File: config.mk
export PLATFORM = sky130hd
export DESIGN_NAME = obi_rr_arbiter
export DESIGN_NICKNAME = d
export VERILOG_FILES = /design/src/rtl/obi_rr_arbiter.sv
export SDC_FILE = /design/constraint.sdc
export NUM_CORES = 1
export LEC_CHECK = 0
export BUFFER_PORTS_ARGS = -buffer_cell sky130_fd_sc_hd__buf_4
export CORE_AREA = 2 2 117 119
export CTS_CLUSTER_DIAMETER = 120
export CTS_CLUSTER_SIZE = 10
export DETAILED_ROUTE_END_ITERATION = 10
export DIE_AREA = 0 0 119 121
export PLACE_DENSITY = 0.52
export SYNTH_ARGS = -nofsm -noshare
export SYNTH_HDL_FRONTEND = slang
export SYNTH_SLANG_ARGS = --single-unit
File: constraint.sdc
create_clock -name clk_i -period 4.2 [get_ports clk_i]
set_input_delay 0.42 -clock clk_i [delete_from_list [all_inputs] [get_ports clk_i]]
set_output_delay 0.42 -clock clk_i [all_outputs]
set_load 0.01 [all_outputs]
File: src/rtl/obi_rr_arbiter.sv
// Round-robin OBI address-phase arbiter (no rready) sharing one subordinate between NumMgr managers.
// Responses are routed in order using a FIFO of issuing-manager indices.

module obi_rr_idx_fifo #(
    parameter int unsigned Depth = 4,
    parameter int unsigned DataW = 1
) (
    input  logic             clk_i,
    input  logic             rst_ni,
    input  logic             push_i,
    input  logic [DataW-1:0] data_i,
    input  logic             pop_i,
    output logic [DataW-1:0] head_o,
    output logic             empty_o,
    output logic             full_o
);
    localparam int unsigned PtrW = (Depth > 1) ? $clog2(Depth) : 1;
    localparam int unsigned CntW = $clog2(Depth + 1);
    localparam logic [PtrW-1:0] LastPtr  = PtrW'(Depth - 1);
    localparam logic [CntW-1:0] DepthCnt = CntW'(Depth);

    logic [Depth-1:0][DataW-1:0] mem_q;
    logic [PtrW-1:0]             wr_ptr_q, wr_ptr_d, rd_ptr_q, rd_ptr_d;
    logic [CntW-1:0]             cnt_q, cnt_d;
    logic                        do_push, do_pop;

    assign empty_o = (cnt_q == '0);
    assign full_o  = (cnt_q == DepthCnt);
    assign do_push = push_i & ~full_o;
    assign do_pop  = pop_i & ~empty_o;
    assign head_o  = mem_q[rd_ptr_q];

    // Explicit wrap so non-power-of-two depths work.
    always_comb begin
        wr_ptr_d = wr_ptr_q;
        rd_ptr_d = rd_ptr_q;
        cnt_d    = cnt_q;
        if (do_push) begin
            wr_ptr_d = (wr_ptr_q == LastPtr) ? '0 : wr_ptr_q + PtrW'(1);
        end
        if (do_pop) begin
            rd_ptr_d = (rd_ptr_q == LastPtr) ? '0 : rd_ptr_q + PtrW'(1);
        end
        case ({do_push, do_pop})
            2'b10:   cnt_d = cnt_q + CntW'(1);
            2'b01:   cnt_d = cnt_q - CntW'(1);
            default: cnt_d = cnt_q;
        endcase
    end

    always_ff @(posedge clk_i or negedge rst_ni) begin
        if (!rst_ni) begin
            mem_q    <= '0;
            wr_ptr_q <= '0;
            rd_ptr_q <= '0;
            cnt_q    <= '0;
        end else begin
            if (do_push) begin
                mem_q[wr_ptr_q] <= data_i;
            end
            wr_ptr_q <= wr_ptr_d;
            rd_ptr_q <= rd_ptr_d;
            cnt_q    <= cnt_d;
        end
    end
endmodule

module obi_rr_lane #(
    parameter int unsigned IdxW    = 1,
    parameter int unsigned LaneIdx = 0
) (
    input  logic [IdxW-1:0] sel_idx_i,
    input  logic            hs_i,
    input  logic [IdxW-1:0] head_idx_i,
    input  logic            rsp_en_i,
    output logic            gnt_o,
    output logic            rvalid_o
);
    assign gnt_o    = hs_i & (sel_idx_i == IdxW'(LaneIdx));
    assign rvalid_o = rsp_en_i & (head_idx_i == IdxW'(LaneIdx));
endmodule

module obi_rr_arbiter #(
    parameter int unsigned NumMgr    = 2,
    parameter int unsigned AddrWidth = 32,
    parameter int unsigned DataWidth = 32,
    parameter int unsigned MaxTrans  = 4
) (
    input  logic                                 clk_i,
    input  logic                                 rst_ni,
    input  logic [NumMgr-1:0]                    mgr_req_i,
    output logic [NumMgr-1:0]                    mgr_gnt_o,
    input  logic [NumMgr-1:0][AddrWidth-1:0]     mgr_addr_i,
    input  logic [NumMgr-1:0]                    mgr_we_i,
    input  logic [NumMgr-1:0][DataWidth/8-1:0]   mgr_be_i,
    input  logic [NumMgr-1:0][DataWidth-1:0]     mgr_wdata_i,
    input  logic [NumMgr-1:0][5:0]               mgr_atop_i,
    output logic [NumMgr-1:0]                    mgr_rvalid_o,
    output logic [DataWidth-1:0]                 mgr_rdata_o,
    output logic                                 mgr_err_o,
    output logic                                 sbr_req_o,
    input  logic                                 sbr_gnt_i,
    output logic [AddrWidth-1:0]                 sbr_addr_o,
    output logic                                 sbr_we_o,
    output logic [DataWidth/8-1:0]               sbr_be_o,
    output logic [DataWidth-1:0]                 sbr_wdata_o,
    output logic [5:0]                           sbr_atop_o,
    input  logic                                 sbr_rvalid_i,
    input  logic [DataWidth-1:0]                 sbr_rdata_i,
    input  logic                                 sbr_err_i
);
    localparam int unsigned IdxW = $clog2(NumMgr);
    localparam int unsigned SumW = IdxW + 1;
    localparam logic [IdxW-1:0] LastMgr = IdxW'(NumMgr - 1);

    logic [IdxW-1:0]     ptr_q, ptr_d;
    logic                lock_q, lock_d;
    logic [IdxW-1:0]     lock_idx_q, lock_idx_d;
    logic [IdxW-1:0]     rr_idx, sel_idx, pay_idx, head_idx;
    logic [SumW-1:0]     rr_sum;
    logic [2*NumMgr-1:0] req_rot;
    logic                rr_found, any_req, hs, rsp_en;
    logic                fifo_full, fifo_empty;

    assign any_req = |mgr_req_i;

    // Rotate requests so bit 0 is the manager at ptr, then take the first set bit.
    always_comb begin
        req_rot  = {mgr_req_i, mgr_req_i} >> ptr_q;
        rr_idx   = '0;
        rr_sum   = '0;
        rr_found = 1'b0;
        for (int unsigned k = 0; k < NumMgr; k++) begin
            if (!rr_found && req_rot[k]) begin
                rr_found = 1'b1;
                rr_sum   = {1'b0, ptr_q} + SumW'(k);
                rr_idx   = (rr_sum >= SumW'(NumMgr)) ? IdxW'(rr_sum - SumW'(NumMgr)) : IdxW'(rr_sum);
            end
        end
    end

    // A pending, ungranted request must keep its address phase stable.
    assign sel_idx = lock_q ? lock_idx_q : rr_idx;
    assign pay_idx = any_req ? sel_idx : '0;

    assign sbr_req_o   = rst_ni & any_req & ~fifo_full;
    assign hs          = sbr_req_o & sbr_gnt_i;
    assign sbr_addr_o  = mgr_addr_i[pay_idx];
    assign sbr_we_o    = mgr_we_i[pay_idx];
    assign sbr_be_o    = mgr_be_i[pay_idx];
    assign sbr_wdata_o = mgr_wdata_i[pay_idx];
    assign sbr_atop_o  = mgr_atop_i[pay_idx];

    assign rsp_en      = sbr_rvalid_i & ~fifo_empty;
    assign mgr_rdata_o = sbr_rdata_i;
    assign mgr_err_o   = sbr_err_i;

    always_comb begin
        ptr_d      = ptr_q;
        lock_d     = lock_q;
        lock_idx_d = lock_idx_q;
        if (hs) begin
            ptr_d  = (sel_idx == LastMgr) ? '0 : sel_idx + IdxW'(1);
            lock_d = 1'b0;
        end else if (sbr_req_o) begin
            lock_d     = 1'b1;
            lock_idx_d = sel_idx;
        end
    end

    always_ff @(posedge clk_i or negedge rst_ni) begin
        if (!rst_ni) begin
            ptr_q      <= '0;
            lock_q     <= 1'b0;
            lock_idx_q <= '0;
        end else begin
            ptr_q      <= ptr_d;
            lock_q     <= lock_d;
            lock_idx_q <= lock_idx_d;
        end
    end

    obi_rr_idx_fifo #(
        .Depth (MaxTrans),
        .DataW (IdxW)
    ) u_idx_fifo (
        .clk_i   (clk_i),
        .rst_ni  (rst_ni),
        .push_i  (hs),
        .data_i  (sel_idx),
        .pop_i   (sbr_rvalid_i),
        .head_o  (head_idx),
        .empty_o (fifo_empty),
        .full_o  (fifo_full)
    );

    for (genvar g = 0; g < NumMgr; g++) begin : g_lane
        obi_rr_lane #(
            .IdxW    (IdxW),
            .LaneIdx (g)
        ) u_lane (
            .sel_idx_i  (sel_idx),
            .hs_i       (hs),
            .head_idx_i (head_idx),
            .rsp_en_i   (rsp_en),
            .gnt_o      (mgr_gnt_o[g]),
            .rvalid_o   (mgr_rvalid_o[g])
        );
    end

    rvalid_needs_outstanding : assert property (
        @(posedge clk_i) disable iff (!rst_ni) sbr_rvalid_i |-> !fifo_empty);
endmodule

==> results.json, run 1 <==
{
  "grt.total_usage": 0.120,
  "finalPower_mw": 1.88,
  "grt_pass1_vias": 2185,
  "reg2regPathDepth": 8,
  "initial_core_util": 0.164,
  "ys_seq_area_frac": 0.163,
  "setup_viol": 0,
  "min_path_type": "in -> async",
  "rows": 42,
  "diodes": 0,
  "core_region_area_mm2": 0.0131,
  "grt_max_degree": 60,
  "synth_cells": 193,
  "portBuffers": 235,
  "path_cells": "inv_1, o22ai_1, nor2_4, buf_4, mux2_2, buf_4",
  "ios": 302,
  "yosysWarnings": 0,
  "cts_buffer_depth": 2,
  "hold_violations": 0,
  "fp.dieW_um": 119,
  "avgSynthCellArea_um2": 11.1,
  "gp_congestion": 0.783,
  "p_per_area_mw_per_mm2": 482,
  "clkPwrFrac": 0.107,
  "dr.pass1.iters": 4,
  "drc": 0,
  "drive_gt1_frac": 0.828,
  "cts_made_buffers": 3,
  "worst_r2r_endpoint": "u_idx_fifo.cnt_q[2]",
  "routed_wl_um": 9530,
  "wl_per_cell_um": 16.9,
  "hold_slack_ps": 22.1,
  "clock_skew_ps": 1.10,
  "critical-path-max-stage-delay_ps": 680,
  "synth_seq_cells": 14,
  "r2r_slack_ps": 2040,
  "rsz0062_at_grt": "no",
  "cts_hold_buf": 0,
  "netlist_area_mm2": 0.00215,
  "path_class": "reg -> out",
  "fmax_ghz": 0.376,
  "dieArea_mm2": 0.0144,
  "arrival_ps": 2240,
  "pwr-share-comb": 0.753,
  "r2r_start": "u_idx_fifo.cnt_q[0]",
  "timing.critical_path.from_type": "register",
  "route.vias.total": 2173,
  "post-dp-hpwl_um": 8410,
  "path_clk_slew_ps": 50,
  "drtIter0Drc": 49,
  "fp.dieH_um": 121,
  "power.switching_mw": 0.717,
  "syn_to_final_growth_pct": 81.0,
  "cts_tree": "yes",
  "clk_latency_ps": 240,
  "leakage_nw": 2.05,
  "required_ps": 3780,
  "crit_start": "lock_q",
  "cp_common_cell": "buf_4",
  "grt_pass1_wl_um": 13100,
  "finalCritPeriodShare": 0.633,
  "clock-root-buffer": "clkbuf_16",
  "maxCapViolations": 0,
  "fin_crit_ps": 2660,
  "cp_slowest_cell": "buf_4",
  "synth_nets": 389,
  "ys_types": 27,
  "slew_violations": 0,
  "antenna_left": 0,
  "swShare": 0.382,
  "final.setup.tns_ps": 0,
  "clock_sinks": 14,
  "cp-endpoint": "sbr_addr_o[0]",
  "cts_resized": 0,
  "via_per_inst": 3.85,
  "slew-limit-headroom": 0.386,
  "antenna_found_initial": 0,
  "cp_max_fo": 59,
  "post-route-util": 0.297,
  "nets": 586,
  "globalRouteOverflowTotal": 0,
  "worst_pin_slew_ps": 921,
  "cts_setup_buffers": 0,
  "pwr-share-seq": 0.140,
  "internal_power_mw": 1.16,
  "outcome": "complete, no violations",
  "htree_levels": 1,
  "peakVddDrop_mv": 0.313,
  "end_kind": "primary output"
}
## synth_stat cells
cell type  count  area [um^2]
o21ai_1        1         5.00
o21ai_0        1         5.00
nor2_1         8         30.0
nor3_1         1         5.00
buf_2          2         10.0
xor2_1         2         17.5
a31oi_1        5         31.3
mux4_2         1         22.5
a21oi_1        6         30.0
nor2b_1        1         6.26
a211oi_2       1         12.5
and2_1         2         12.5
dfrtp_1       14          350
ha_1           6         75.1
nand2_1        2         7.51
xnor2_1        1         8.76
inv_1         10         37.5
mux2_4        50          751
mux2_2        27          304
nand2b_1       1         6.26
fa_1           1         20.0
buf_4         38          285
o31ai_1        1         7.51
mux2i_1        2         20.0
a21o_1         2         15.0
o22ai_1        1         6.26
buf_6          6         67.6
## metrics by stage
| step | std cells | setup WS (ps) | cell area, um^2 |
|---|---|---|---|
| floorplan | 193 | 2330 | 2150 |
| global placement | 561 | 1690 | 3800 |
| detailed placement | 561 | 1660 | 3800 |
| CTS | 565 | 1520 | 3890 |
| global route | 565 | 1400 | 3890 |
| finish | 565 | 1540 | 3890 |
## sequential cells by signal (all words and copies together) (netlist names)
signal,flops
u_idx_fifo.wr_ptr_q,2
u_idx_fifo.cnt_q,3
u_idx_fifo.mem_q,4
lock_idx_q,1
ptr_q,1
u_idx_fifo.rd_ptr_q,2
lock_q,1
## critical path, delay by kind of cell, from the launching register on
kind / cells / cell delay, ps
and+or+nand+nor: 1 / 120
buffers and inverters: 3 / 900
AOI/OAI and AO/OA: 1 / 100
DFF: 1 / 400
muxes: 1 / 420
## power by group through the flow
stage | Clock (mW) | Combinational, mW | Sequential [mW]
detailed placement | 0 | 1.42 | 0.266
floorplan | 0 | 0.928 | 0.248
global placement | 0 | 1.40 | 0.263
global route | 0.209 | 1.53 | 0.272
finish | 0.201 | 1.41 | 0.263
CTS | 0.205 | 1.43 | 0.265
## worst min path at each step
| stage | start | endpoint | cells past startpoint |
|---|---|---|---|
| floorplan | rst_ni | lock_idx_q | 0 |
| global placement | rst_ni | u_idx_fifo.rd_ptr_q[1] | 1 |
| detailed placement | rst_ni | u_idx_fifo.mem_q[2] | 1 |
| CTS | rst_ni | u_idx_fifo.mem_q[2] | 1 |
| global route | rst_ni | u_idx_fifo.mem_q[2] | 1 |
| finish | rst_ni | u_idx_fifo.rd_ptr_q[1] | 1 |
## per-layer routing
layer,vias up,global-route usage,share of wire
li1,1029,-,-
met1,949,0.157,0.41
met2,191,0.165,0.41
met3,4,0.0818,0.18
met4,0,0.0164,0.0040
met5,-,0,0
## layout make-up
class	instances	area [um^2]
timing repair buffer	238	1790
fill	1379	9200
inverter	10	37.5
sequential	14	350
clock buffer	4	88.8
multi-input combinational	123	1410
tap	176	220
## kinds of logic (layout without fill, tap and decap cells)
family	count (synthesis)	in the layout	synth area share
compound gates	18	18	0.0524
xor+xnor	3	3	0.0122
fa+ha+maj	7	7	0.0442
buf+inv	56	252	0.186
flops	14	14	0.163
mux	80	80	0.510
simple gates	15	15	0.0314
## placed cells by master, fill, tap and decap left out, drive strengths merged
| cell type | n |
|---|---|
| a211oi | 1 |
| a21o | 2 |
| a21oi | 6 |
| a31oi | 5 |
| and2 | 2 |
| buf | 238 |
| clkbuf | 4 |
| dfrtp | 14 |
| fa | 1 |
| ha | 6 |
| inv | 10 |
| mux2 | 77 |
| mux2i | 2 |
| mux4 | 1 |
| nand2 | 2 |
| nand2b | 1 |
| nor2 | 8 |
| nor2b | 1 |
| nor3 | 1 |
| o21ai | 2 |
| o22ai | 1 |
| o31ai | 1 |
| xnor2 | 1 |
| xor2 | 2 |
No activity file was read; power rests on OpenSTA's default activity.
==> inputs of run 2 (changes only) <==
--- a/config.mk
+++ b/config.mk
@@ -6,12 +6,12 @@
 export NUM_CORES = 1
 export LEC_CHECK = 0
 export BUFFER_PORTS_ARGS = -buffer_cell sky130_fd_sc_hd__buf_4
-export CORE_AREA = 2 2 117 119
+export CORE_AREA = 2 2 118 120
 export CTS_CLUSTER_DIAMETER = 120
 export CTS_CLUSTER_SIZE = 10
 export DETAILED_ROUTE_END_ITERATION = 10
-export DIE_AREA = 0 0 119 121
-export PLACE_DENSITY = 0.52
+export DIE_AREA = 0 0 120 122
+export PLACE_DENSITY = 0.53
 export SYNTH_ARGS = -nofsm -noshare
 export SYNTH_HDL_FRONTEND = slang
 export SYNTH_SLANG_ARGS = --single-unit
==> constraint.sdc (replaced) <==
create_clock -name clk_i -period 2.4 [get_ports clk_i]
set_input_delay 0.24 -clock clk_i [delete_from_list [all_inputs] [get_ports clk_i]]
set_output_delay 0.24 -clock clk_i [all_outputs]
set_load 0.01 [all_outputs]
==> run 2 against run 1 <==
  * Global-route usage shrank 1.1 points
  * Count of clock-buffer cells in the layout is the same
  * Cell count grew 1.4%
  * First-iteration DRC count shrank 14%
  * Critical path depth grew 5
  * Final area grew 1.6%
==> results.json, run 2 (same netlist as run 1, synthesis figures left out) <==
{
  "post-dp-hpwl_um": 7760,
  "cts_buffer_depth": 2,
  "stdcell_area_mm2": 0.00395,
  "path_cells": "dlygate4sd3_1, buf_4, o21ai_1, a211oi_2, inv_1, ha_1, inv_1, fa_1, xor2_1, nor2_1, xor2_1",
  "path_clk_slew_ps": 50,
  "antenna_left": 0,
  "outcome": "complete, no violations",
  "fmax_ghz": 0.461,
  "peakVddDrop_mv": 0.723,
  "grt_max_degree": 44,
  "cp_slowest_cell": "dlygate4sd3_1",
  "portBuffers": 235,
  "syn_to_final_growth_pct": 83.9,
  "finalPower_mw": 3.32,
  "globalRouteOverflowTotal": 0,
  "min_path_type": "in -> reg",
  "leakage_nw": 2.08,
  "fp.dieH_um": 122,
  "slew_violations": 0,
  "post-route-util": 0.293,
  "end_kind": "register",
  "cts_made_buffers": 3,
  "initial_core_util": 0.159,
  "timing.critical_path.from_type": "input port",
  "nets": 590,
  "setup_ws_ps": 233,
  "r2r_slack_ps": 520,
  "gp_congestion": 0.801,
  "drive_gt1_frac": 0.827,
  "ios": 302,
  "finalCritPeriodShare": 0.903,
  "path_delay_family": "buffers and inverters",
  "grt_pass1_vias": 2178,
  "final.setup.tns_ps": 0,
  "fp.dieW_um": 120,
  "hold_violations": 0,
  "path_buf_inv": 4,
  "seqCellArea_um2": 350,
  "clock_sinks": 14,
  "fill_cells": 1438,
  "cts_tree": "yes",
  "max_flop_register": "u_idx_fifo.mem_q",
  "clock-root-buffer": "clkbuf_16",
  "worst_pin_slew_ps": 588,
  "drtIter0Drc": 42,
  "path_class": "in -> reg",
  "multiInputGateArea_mm2": 0.00141,
  "critical-path-max-stage-delay_ps": 540,
  "final_cell_mix": "239 x buf_4, 50 x mux2_4, 27 x mux2_2, 14 x dfrtp_1, 10 x inv_1",
  "slew-limit-headroom": 0.606,
  "routed_wl_um": 8960,
  "rows": 43,
  "grt.total_usage": 0.109,
  "largest_reg_flops": 4,
  "clock_skew_ps": 2.14,
  "setup_viol": 0,
  "clk_latency_ps": 240,
  "pre_cts_ws_ps": 519,
  "diodes": 0,
  "drc": 0,
  "rsz0062_at_grt": "no",
  "placed_cell_area_mm2": 0.00385,
  "required_ps": 2570,
  "dr.pass1.iters": 4,
  "wl_per_cell_um": 15.6,
  "top_regs": "u_idx_fifo.mem_q: 4 flops, u_idx_fifo.cnt_q: 3 flops",
  "route.vias.total": 2210,
  "cp_max_fo": 15,
  "antenna_found_initial": 0,
  "maxCapViolations": 0,
  "dieArea_mm2": 0.0146,
  "grt_pass1_wl_um": 12500,
  "arrival_ps": 2340,
  "core_region_area_mm2": 0.0135,
  "final_common_cell": "buf_4",
  "htree_levels": 1,
  "via_per_inst": 3.86,
  "cts_resized": 0,
  "p_per_area_mw_per_mm2": 839,
  "fin_crit_ps": 2170
}
run 2: changes by cell type in the layout (fill, tap and decap cells not counted):
cell	previous run	this run
buf_12	0	2
buf_4	238	239
dlygate4sd3_1	0	1
run 2: per-layer routing:
metal / track usage / share of wire / vias to the layer above
met5: 0 / 0 / -
met4: 0.0132 / 0.0045 / 0
met3: 0.0445 / 0.12 / 7
met2: 0.178 / 0.47 / 171
met1: 0.138 / 0.41 / 996
li1: - / - / 1036
run 2: through the flow:
stage,hold WS [ps],instances
6_report,312,573
3_5_place_dp,103,568
4_1_cts,313,573
2_1_floorplan,-55.6,193
5_1_grt,336,573
3_3_place_gp,100,568
run 2: worst paths after layout:
path / depth (start not counted) / endpoint / startpoint
max: 11 / u_idx_fifo.cnt_q[2] / rst_ni
min: 4 / lock_idx_q / sbr_gnt_i
max reg2reg: 9 / u_idx_fifo.cnt_q[2] / u_idx_fifo.cnt_q[0]
min reg2reg: 1 / ptr_q / ptr_q
max in group asynchronous: 2 / u_idx_fifo.cnt_q[0] / rst_ni
min in group asynchronous: 2 / u_idx_fifo.wr_ptr_q[1] / rst_ni
run 2: power by group:
| part | internal [mW] | switching (mW) |
|---|---|---|
| combinational | 1.47 | 1.04 |
| sequential | 0.358 | 0.107 |
| clock | 0.252 | 0.0933 |
run 2: worst register-to-register path, stage by stage, from the launching register on:
cell	delay (ps)
dfrtp_1	420
nor2_1	160
a211oi_2	100
inv_1	110
ha_1	190
inv_1	60
fa_1	370
xor2_1	150
nor2_1	120
xor2_1	140
run 2: area by class of cell:
class | count | area share
timing repair buffer | 242 | 0.467
multi-input combinational | 123 | 0.356
sequential | 14 | 0.0886
tap | 180 | 0.0570
clock buffer | 4 | 0.0225
inverter | 10 | 0.00950
run 2: timing repair:
action | 4_1_cts | 5_1_grt
hold endpoints to repair | 14 | 0
hold buffers | 1 | 0
buffers inserted | 0 | 0
